## config.mk

```make
export PLATFORM = sky130hd
export DESIGN_NAME = lsu_ctrl
export DESIGN_NICKNAME = d
export VERILOG_FILES = /design/src/rtl/lsu_pkg.sv /design/src/rtl/lsu_load_align.sv /design/src/rtl/lsu_ctrl.sv
export SDC_FILE = /design/constraint.sdc
export NUM_CORES = 1
export LEC_CHECK = 0
export ABC_CLOCK_PERIOD_IN_PS = 8700
export CAP_MARGIN = 20
export CORE_MARGIN = 2
export CORE_UTILIZATION = 56
export CTS_CLUSTER_SIZE = 14
export DETAILED_ROUTE_END_ITERATION = 12
export PLACE_DENSITY = 0.79
export SETUP_SLACK_MARGIN = 0.3
export SYNTH_ARGS = -nofsm -noshare
export SYNTH_HDL_FRONTEND = slang
export SYNTH_SLANG_ARGS = --single-unit
```

## constraint.sdc

```tcl
create_clock -name clk -period 8.7 [get_ports clk]
set_clock_uncertainty 0.15 [all_clocks]
set_input_delay 0.87 -clock clk [delete_from_list [all_inputs] [get_ports clk]]
set_output_delay 0.87 -clock clk [all_outputs]
set_load 0.01 [all_outputs]
```

## src/rtl/lsu_pkg.sv

```systemverilog
// ============================================================================
// lsu_pkg : shared types, dmem bus codes and size helpers for lsu_ctrl
// Rev 1.0 : initial release
// ============================================================================
`default_nettype none

package lsu_pkg;

    typedef enum logic [2:0] {
        IDLE = 3'd0,
        LD0  = 3'd1,
        LD1  = 3'd2,
        ST   = 3'd3,
        RESP = 3'd4,
        ERR  = 3'd5
    } state_e;

    typedef enum logic [1:0] {
        SZ_BYTE = 2'b00,
        SZ_HALF = 2'b01,
        SZ_WORD = 2'b10,
        SZ_ILL  = 2'b11
    } size_e;

    localparam logic [1:0] MW_NONE = 2'b00;
    localparam logic [1:0] MW_SW   = 2'b01;
    localparam logic [1:0] MW_SH   = 2'b10;
    localparam logic [1:0] MW_SB   = 2'b11;

    localparam logic [2:0] SL_LW = 3'b000;

    function automatic logic [2:0] size_bytes(input logic [1:0] size);
        case (size)
            SZ_BYTE: size_bytes = 3'd1;
            SZ_HALF: size_bytes = 3'd2;
            SZ_WORD: size_bytes = 3'd4;
            default: size_bytes = 3'd0;
        endcase
    endfunction

    function automatic logic is_aligned(input logic [1:0] off, input logic [1:0] size);
        case (size)
            SZ_HALF: is_aligned = ~off[0];
            SZ_WORD: is_aligned = (off == 2'b00);
            default: is_aligned = 1'b1;
        endcase
    endfunction

    function automatic logic [1:0] mw_code(input logic [1:0] size);
        case (size)
            SZ_WORD: mw_code = MW_SW;
            SZ_HALF: mw_code = MW_SH;
            default: mw_code = MW_SB;
        endcase
    endfunction

endpackage

`default_nettype wire

```

## src/rtl/lsu_load_align.sv

```systemverilog
// ============================================================================
// lsu_load_align : selects a byte/half/word from a two-word window and extends it
// Rev 1.0 : initial release
// ============================================================================
`default_nettype none

module lsu_load_align
    import lsu_pkg::*;
(
    input  logic [63:0] win_i,
    input  logic [1:0]  off_i,
    input  logic [1:0]  size_i,
    input  logic        unsigned_i,
    output logic [31:0] data_o
);

    logic [31:0] w_sh;

    assign w_sh = 32'(win_i >> {off_i, 3'b000});

    always_comb begin
        data_o = w_sh;
        case (size_i)
            SZ_BYTE: data_o = {{24{~unsigned_i & w_sh[7]}}, w_sh[7:0]};
            SZ_HALF: data_o = {{16{~unsigned_i & w_sh[15]}}, w_sh[15:0]};
            default: data_o = w_sh;
        endcase
    end

endmodule

`default_nettype wire

```

## src/rtl/lsu_ctrl.sv

```systemverilog
// ============================================================================
// lsu_ctrl : load/store initiator driving dmem, splits misaligned accesses.
// Define LSU_MISALIGN_TRAP_EN to reject misaligned requests instead of splitting.
// Rev 1.0 : initial release
// ============================================================================
`default_nettype none

module lsu_ctrl
    import lsu_pkg::*;
#(
    parameter int WORD_ADDR_W = 6
) (
    input  logic        clk,
    input  logic        reset,
    input  logic        req_valid,
    output logic        req_ready,
    input  logic        req_we,
    input  logic [1:0]  req_size,
    input  logic        req_unsigned,
    input  logic [31:0] req_addr,
    input  logic [31:0] req_wdata,
    output logic        resp_valid,
    output logic [31:0] resp_rdata,
    output logic        resp_err,
    output logic [1:0]  MemWrite,
    output logic [2:0]  SizeLoad,
    output logic [31:0] mem_a,
    output logic [31:0] mem_wd,
    input  logic [31:0] mem_rd
);

    localparam logic [32:0] c_DEPTH_BYTES = 33'd4 << WORD_ADDR_W;

    state_e      state_q;
    logic [1:0]  off_q;
    logic [1:0]  size_q;
    logic        uns_q;
    logic        req_ready_q;
    logic        resp_valid_q;
    logic        resp_err_q;
    logic [31:0] resp_rdata_q;
    logic [1:0]  mw_q;
    logic [31:0] mem_a_q;
    logic [31:0] mem_wd_q;

    logic [2:0]  w_nbytes;
    logic [32:0] w_last;
    logic        w_aligned;
    logic        w_reject;
    logic [63:0] w_win;
    logic [31:0] w_ld_data;

`ifndef LSU_MISALIGN_TRAP_EN
    logic [31:0] addr_q;
    logic [31:0] wdata_q;
    logic [31:0] buf0_q;
    logic        cross_q;
    logic        split_q;
    logic [1:0]  cnt_q;
    logic        w_cross;
    logic [1:0]  w_cnt_nx;
    logic        w_last_byte;
    logic [7:0]  w_next_byte;
`endif

    assign w_nbytes  = size_bytes(req_size);
    // Last touched byte, one bit wider so addresses near 2^32 cannot wrap into range.
    assign w_last    = {1'b0, req_addr} + {30'd0, w_nbytes} - 33'd1;
    assign w_aligned = is_aligned(req_addr[1:0], req_size);

`ifdef LSU_MISALIGN_TRAP_EN
    assign w_reject  = (req_size == SZ_ILL) | (w_last >= c_DEPTH_BYTES) | ~w_aligned;
    assign w_win     = {32'h0, mem_rd};
`else
    assign w_reject    = (req_size == SZ_ILL) | (w_last >= c_DEPTH_BYTES);
    assign w_cross     = ({2'b00, req_addr[1:0]} + {1'b0, w_nbytes}) > 4'd4;
    // The second word is consumed straight off mem_rd on the LD1->RESP edge.
    assign w_win       = (state_q == LD1) ? {mem_rd, buf0_q} : {32'h0, mem_rd};
    assign w_cnt_nx    = cnt_q + 2'd1;
    assign w_last_byte = ({1'b0, cnt_q} == (size_bytes(size_q) - 3'd1));
    assign w_next_byte = 8'(wdata_q >> {w_cnt_nx, 3'b000});
`endif

    lsu_load_align u_align (
        .win_i      (w_win),
        .off_i      (off_q),
        .size_i     (size_q),
        .unsigned_i (uns_q),
        .data_o     (w_ld_data)
    );

    always_ff @(posedge clk or posedge reset) begin
        if (reset) begin
            state_q      <= IDLE;
            off_q        <= 2'b00;
            size_q       <= SZ_BYTE;
            uns_q        <= 1'b0;
            req_ready_q  <= 1'b1;
            resp_valid_q <= 1'b0;
            resp_err_q   <= 1'b0;
            resp_rdata_q <= 32'h0;
            mw_q         <= MW_NONE;
            mem_a_q      <= 32'h0;
            mem_wd_q     <= 32'h0;
`ifndef LSU_MISALIGN_TRAP_EN
            addr_q       <= 32'h0;
            wdata_q      <= 32'h0;
            buf0_q       <= 32'h0;
            cross_q      <= 1'b0;
            split_q      <= 1'b0;
            cnt_q        <= 2'd0;
`endif
        end else begin
            case (state_q)
                IDLE: begin
                    if (req_valid && req_ready_q) begin
                        req_ready_q <= 1'b0;
                        off_q       <= req_addr[1:0];
                        size_q      <= req_size;
                        uns_q       <= req_unsigned;
`ifndef LSU_MISALIGN_TRAP_EN
                        addr_q      <= req_addr;
                        wdata_q     <= req_wdata;
                        cross_q     <= w_cross;
                        split_q     <= ~w_aligned;
                        cnt_q       <= 2'd0;
`endif
                        if (w_reject) begin
                            state_q      <= ERR;
                            resp_valid_q <= 1'b1;
                            resp_err_q   <= 1'b1;
                            resp_rdata_q <= 32'h0;
                        end else if (!req_we) begin
                            state_q <= LD0;
                            mem_a_q <= {req_addr[31:2], 2'b00};
                        end else begin
                            state_q <= ST;
                            mem_a_q <= req_addr;
`ifdef LSU_MISALIGN_TRAP_EN
                            mw_q     <= mw_code(req_size);
                            mem_wd_q <= req_wdata;
`else
                            if (w_aligned) begin
                                mw_q     <= mw_code(req_size);
                                mem_wd_q <= req_wdata;
                            end else begin
                                mw_q     <= MW_SB;
                                mem_wd_q <= {24'h0, req_wdata[7:0]};
                            end
`endif
                        end
                    end
                end
                LD0: begin
`ifdef LSU_MISALIGN_TRAP_EN
                    state_q      <= RESP;
                    resp_valid_q <= 1'b1;
                    resp_rdata_q <= w_ld_data;
`else
                    buf0_q <= mem_rd;
                    if (cross_q) begin
                        state_q <= LD1;
                        mem_a_q <= mem_a_q + 32'd4;
                    end else begin
                        state_q      <= RESP;
                        resp_valid_q <= 1'b1;
                        resp_rdata_q <= w_ld_data;
                    end
`endif
                end
`ifndef LSU_MISALIGN_TRAP_EN
                LD1: begin
                    state_q      <= RESP;
                    resp_valid_q <= 1'b1;
                    resp_rdata_q <= w_ld_data;
                end
`endif
                ST: begin
`ifdef LSU_MISALIGN_TRAP_EN
                    mw_q         <= MW_NONE;
                    state_q      <= RESP;
                    resp_valid_q <= 1'b1;
                    resp_rdata_q <= 32'h0;
`else
                    if (split_q && !w_last_byte) begin
                        cnt_q    <= w_cnt_nx;
                        mem_a_q  <= addr_q + {30'd0, w_cnt_nx};
                        mem_wd_q <= {24'h0, w_next_byte};
                    end else begin
                        mw_q         <= MW_NONE;
                        state_q      <= RESP;
                        resp_valid_q <= 1'b1;
                        resp_rdata_q <= 32'h0;
                    end
`endif
                end
                RESP: begin
                    state_q      <= IDLE;
                    resp_valid_q <= 1'b0;
                    resp_rdata_q <= 32'h0;
                    req_ready_q  <= 1'b1;
                end
                ERR: begin
                    state_q      <= IDLE;
                    resp_valid_q <= 1'b0;
                    resp_err_q   <= 1'b0;
                    req_ready_q  <= 1'b1;
                end
                default: begin
                    state_q     <= IDLE;
                    mw_q        <= MW_NONE;
                    req_ready_q <= 1'b1;
                end
            endcase
        end
    end

    assign req_ready  = req_ready_q;
    assign resp_valid = resp_valid_q;
    assign resp_rdata = resp_rdata_q;
    assign resp_err   = resp_err_q;
    assign MemWrite   = mw_q;
    assign SizeLoad   = SL_LW;
    assign mem_a      = mem_a_q;
    assign mem_wd     = mem_wd_q;

endmodule

`default_nettype wire
```

==> Yosys cells after proc, flatten, opt, wreduce, memory -nomap -nowiden <==
Index checks and enable logic that the tools add are counted.
{ "totals": {"regBits": 209, "out_inout_bits": 104, "wordCells": 126} }
{ "op_classes": {"add_sub_neg": 7, "magnitude_cmp": 2, "n_eq_ne": 19, "shift": 2, "muxes": 46, "n_bitwise": 8, "n_reduce_logical": 25} }
{ "op_table": {"columns": ["op", "count"], "rows": [
  ["$mux W32", 13],
  ["$pmux W32 S5", 1],
  ["$pmux W32 S2", 2],
  ["$pmux W32 S3", 1],
  ["$mux W64", 1],
  ["$shr A64 B5 Y32", 1],
  ["$add A32 B3 Y33", 1],
  ["$ge A33 B9 Y1 const B", 1],
  ["$sub A33 B1 Y33 const B", 1],
  ["$add A32 B2 Y32", 1],
  ["$add A32 B3 Y32 const B", 1],
  ["$shr A32 B5 Y8", 1],
  ["$reduce_and A5 Y1", 5],
  ["$mux W2", 9],
  ["$pmux W3 S3", 2],
  ["$ne A2 B2 Y1 const B", 8],
  ["$mux W3", 4],
  ["$pmux W3 S4", 1],
  ["$reduce_bool A5 Y1", 2],
  ["$pmux W2 S2", 2],
  ["$eq A2 B2 Y1 const B", 3],
  ["$eq A3 B2 Y1 const B", 2],
  ["$eq A3 B3 Y1 const B", 2],
  ["$logic_not A2 Y1", 3],
  ["other kinds (24)", 41]
]} }

==> Longest topological paths before layout <==
{ "logic_depth": {"word_depth": 9, "mapped_depth": 20} }

==> Modules after synthesis <==
Synthesis repeated with hierarchy kept, for this count alone.
{ "hier_totals": {"cells_unflattened": 1645, "hier_area_um2": 14749.1} }
{ "modules_own_cells": {"columns": ["module", "n_inst", "cells_per_inst", "area_per_inst_um2", "seq_area_each_um2"], "rows": [
  ["lsu_ctrl", 1, 1544, 13639.3, 5181.2],
  ["lsu_load_align", 1, 101, 1109.8, 0.0]
]} }

==> Least setup slack after synthesis <==
No wires, ideal clock.
{ "synth_path": {"path_type": "input to register", "startpoint": "input port req_size[1]", "endpoint": "register mem_a_q[31], in the netlist mem_a[31]", "setup_ps": 125, "arrival_time_ps": 4547, "required_ps": 8425, "setup_slack_ps": 3877, "stages": 19, "n_path_buf": 1, "path_cell_list": "inv_1 ha_1 inv_1 ha_1 inv_1 ha_1 inv_1 fa_1 nand2b_1 a21oi_1 o21ai_1 a2111oi_0 nor3_1 a2111oi_4 and4_4 a41oi_4 a211oi_4 buf_6 mux2_4"} }
{ "synth_between": {"elab_chain_cells": 8} }
{ "synth_lines": {"columns": ["element", "line_no", "source"], "rows": [
  ["start: declaration", "lsu_ctrl.sv:18", "input logic [1:0] req_size,"],
  ["$eq A2 B2 Y1, or another cell as far along", "lsu_pkg.sv:33", "case (size)"],
  ["$pmux W3 S3", "lsu_pkg.sv:33", null],
  ["$add A32 B3 Y33", "lsu_ctrl.sv:68", "assign w_last = {1'b0, req_addr} + {30'd0, w_nbytes} - 33'd1;"],
  ["$sub A33 B1 Y33", "lsu_ctrl.sv:68", null],
  ["$ge A33 B9 Y1", "lsu_ctrl.sv:75", "assign w_reject = (req_size == SZ_ILL) | (w_last >= c_DEPTH_BYTES);"],
  ["$or A1 B1 Y1 (*)", "lsu_ctrl.sv:75", null],
  ["$ne A2 B2 Y1 (no line) (*)", null, null],
  ["$reduce_and A5 Y1 (no line) (*)", null, null],
  ["end signal: assignment", "lsu_ctrl.sv:135", "mem_a_q <= {req_addr[31:2], 2'b00};"],
  ["end signal: assignment", "lsu_ctrl.sv:138", "mem_a_q <= req_addr;"],
  ["end signal: assignment", "lsu_ctrl.sv:163", "mem_a_q <= mem_a_q + 32'd4;"],
  ["end: declaration", "lsu_ctrl.sv:43", "logic [31:0] mem_a_q;"]
]} }
Every way passes the cells marked *; elsewhere a longest branch is shown, timed or not.
A chain may end at the register's enable or synchronous reset.

==> Final worst setup path <==
{ "layout_path": {"startpoint": "input port req_size[1]", "endpoint": "register mem_a_q[16], in the netlist mem_a[16]"} }
The elaborated chain is that of the path after synthesis.

==> metrics.csv <==
metric,value,unit
status,"complete, no violations",
worst_pin_slew,1.05,ns
start_util,56.5,%
drive_gt1_share,11.1,%
rsz0062_at_grt,false,
gp_congestion,0.984,
clockBufferDepth,3,
crit_type,input pin to flip-flop,
clk_pin_slew,0.06,ns
tns,0,ns
syn_area,14100,sq um
stdcell_area,17200,sq um
areaGrowthSynthToFinish,21.7,%
die_y,163,microns
ir_worst_vdd,0.169,mV
ys.flop_type,dfrtp_1,
drtIter0Drc,1444,
grt_pass1_wl,66.7,mm
startpoint_type,input pin,
yosys-top-cells-count,"272 x nand2_1, 206 x dfrtp_1, 110 x o21ai_0",
powerDensity,298,nW/um^2
grt_pass1_vias,12262,
dieArea,26500,sq um
dp.cells,2032,
rows,58,
cts_max_level,1,
vias,12842,
relSlewSlack,30.1,%
post_drt_via_cell_ratio,6.18,
antenna_cells,0,
drt-wirelength-per-cell,20.1,microns
portBuffers,203,
grt.overflow.total,0,
cts_sinks,207,
gr-usage-met2,49.2,%
synth-edff-count,0,
leakagePower,0.00712,uW
grtUsageTotal,31.4,%
cts_setup_buffers,0,
synthCells,1580,
final_nets,1882,
dp_hpwl,29.9,mm
die_w,163,microns
crit_arrival,6.45,ns
clock_latency,0.54,ns
cp.required,8.95,ns
ys_seq_area_share,36.8,%
fin_ws,2.50,ns
synth_most_common_cell,nand2_1,
hp-class,flip-flop to flip-flop,
finalHoldViolCount,0,
grt_max_degree,137,
drtAntennaViolNets,0,
finalWirelength,41.9,mm
setup_viol_count_final,0,
fp.coreArea,25000,sq um
antenna_found_initial,0,
drv_slew,0,
syn_avg_cell_area,8.92,sq um
fin_crit_sh,71.3,%
dp_slack,2.02,ns
hold_slack,0.322,ns
timing.fmax,161,MHz
cap_violations,0,
synthTopCellsByArea,"dfrtp_1 37%, nand2_1 7.2%, mux2_2 5.3%",
synthArstFlopShare,100,%
ys_seq_elements,207,
top_level_ports,207,
root_buffer,clkbuf_16,
met3_usage,4.25,%
ys_warn_count,0,
end_kind,flip-flop,
postPlaceCellArea,16300,sq um
drc,0,
gr-max-usage-layer,met2,
dr.pass1.iters,6,
ctsHoldBuffers,0,
netlist-cell-type-count,82,
fin_crit,6.20,ns
met1_usage,45.8,%
synth_top_area_share,36.6,%
cts_resized,0,
cts_buffers,25,
cts_tree,built,
yosysTopAreaCell,dfrtp_1,
path_max_fanout,17,
instances_no_fill,2079,
worst max-delay path, stage by stage:
cell and delay, ns:
clkdlybuf4s50_1 0.55, inv_1 0.11, ha_1 0.21, inv_1 0.10
ha_1 0.25, inv_1 0.07, ha_1 0.19, inv_1 0.06
fa_1 0.35, nand2b_1 0.15, a21oi_1 0.27, o21ai_1 0.24
a2111oi_0 0.44, nor3_1 0.17, a2111oi_4 0.28, and4_4 0.31
a41oi_4 0.15, a211oi_4 0.85, buf_4 0.49, mux2_4 0.34
final timing paths:
kind                                  start             end  slack [ns]  cells after the start
worst min register to register  wdata_q[17]     wdata_q[17]        0.32                      2
worst max-delay path            req_size[1]       mem_a[16]        2.50                     20
min in group asynchronous             reset  resp_rdata[12]        0.80                      2
max in group asynchronous             reset        off_q[0]        6.06                      3
worst max register to register    addr_q[1]       mem_a[28]        3.71                     12
worst min-delay path            wdata_q[17]     wdata_q[17]        0.32                      2
power breakdown:
group | internal [uW] | switching [uW]
clock network | 668 | 431
logic | 1050 | 1180
registers | 1360 | 424
area by class of cell:
class	count	area (sq um)
sequential	207	5180
multi-input combinational	1208	8250
clock buffer	32	712
inverter	67	259
fill	2016	7810
clock inverter	14	165
timing repair buffer	221	2170
tap	330	413
metal layers:
layer / up-vias / routed length [microns] / part of all wire [%]
li1: 5952 / - / -
met1: 6264 / 18600 / 44
met2: 544 / 19000 / 45
met3: 82 / 2910 / 7.0
met4: 0 / 1350 / 3.2
met5: - / 0 / 0
per-stage QoR:
step           power [uW]  utilization (%)
2_1_floorplan        3140                -
3_3_place_gp         3890             65.2
3_5_place_dp         3970             65.2
4_1_cts              5090             68.7
5_1_grt              5410             68.7
6_report             5100             68.7
cells by family (layout without fill, tap and decap cells):
| kind of cell | after synthesis | count (layout) | synth area share, % |
|---|---|---|---|
| xor+xnor | 69 | 69 | 4.29 |
| other cells | 1 | 3 | 0.0266 |
| buf+inv | 167 | 334 | 4.95 |
| fa+ha+maj | 49 | 49 | 4.51 |
| mux | 153 | 153 | 13.1 |
| simple gates | 570 | 570 | 19.0 |
| flops | 207 | 207 | 36.8 |
| compound gates | 364 | 364 | 17.4 |
flip-flops by register name, indices dropped and copies added (netlist names):
name / count
wdata_q: 32
state_q: 3
uns_q: 1
cnt_q: 2
resp_rdata: 32
MemWrite: 2
buf0_q: 32
addr_q: 31
req_ready: 1
mem_a: 32
resp_valid: 1
mem_wd: 32
resp_err: 1
off_q: 1
cross_q: 1
split_q: 1
size_q: 2
cell usage in the layout (no fill, tap or decap), types with 13 or more instances in the layout:
| master | Yosys | final |
|---|---|---|
| nand2_1 | 272 | 272 |
| dfrtp_1 | 206 | 204 |
| clkdlybuf4s50_1 | 0 | 203 |
| o21ai_0 | 110 | 110 |
| nand3_1 | 78 | 77 |
| nor2_1 | 77 | 76 |
| a21oi_1 | 68 | 68 |
| inv_1 | 67 | 66 |
| mux2_2 | 66 | 66 |
| mux2i_1 | 53 | 53 |
| ha_1 | 46 | 46 |
| o211ai_1 | 38 | 38 |
| xnor2_1 | 38 | 38 |
| xor2_1 | 31 | 31 |
| mux2_4 | 26 | 26 |
| a22o_1 | 26 | 26 |
| clkbuf_16 | 0 | 25 |
| and3_1 | 21 | 20 |
| nand4_1 | 20 | 20 |
| nor2b_1 | 18 | 18 |
| buf_4 | 4 | 18 |
| a211oi_1 | 17 | 17 |
| o221ai_1 | 16 | 16 |
| a31oi_1 | 13 | 13 |
Power figures use the tool's default switching activity.
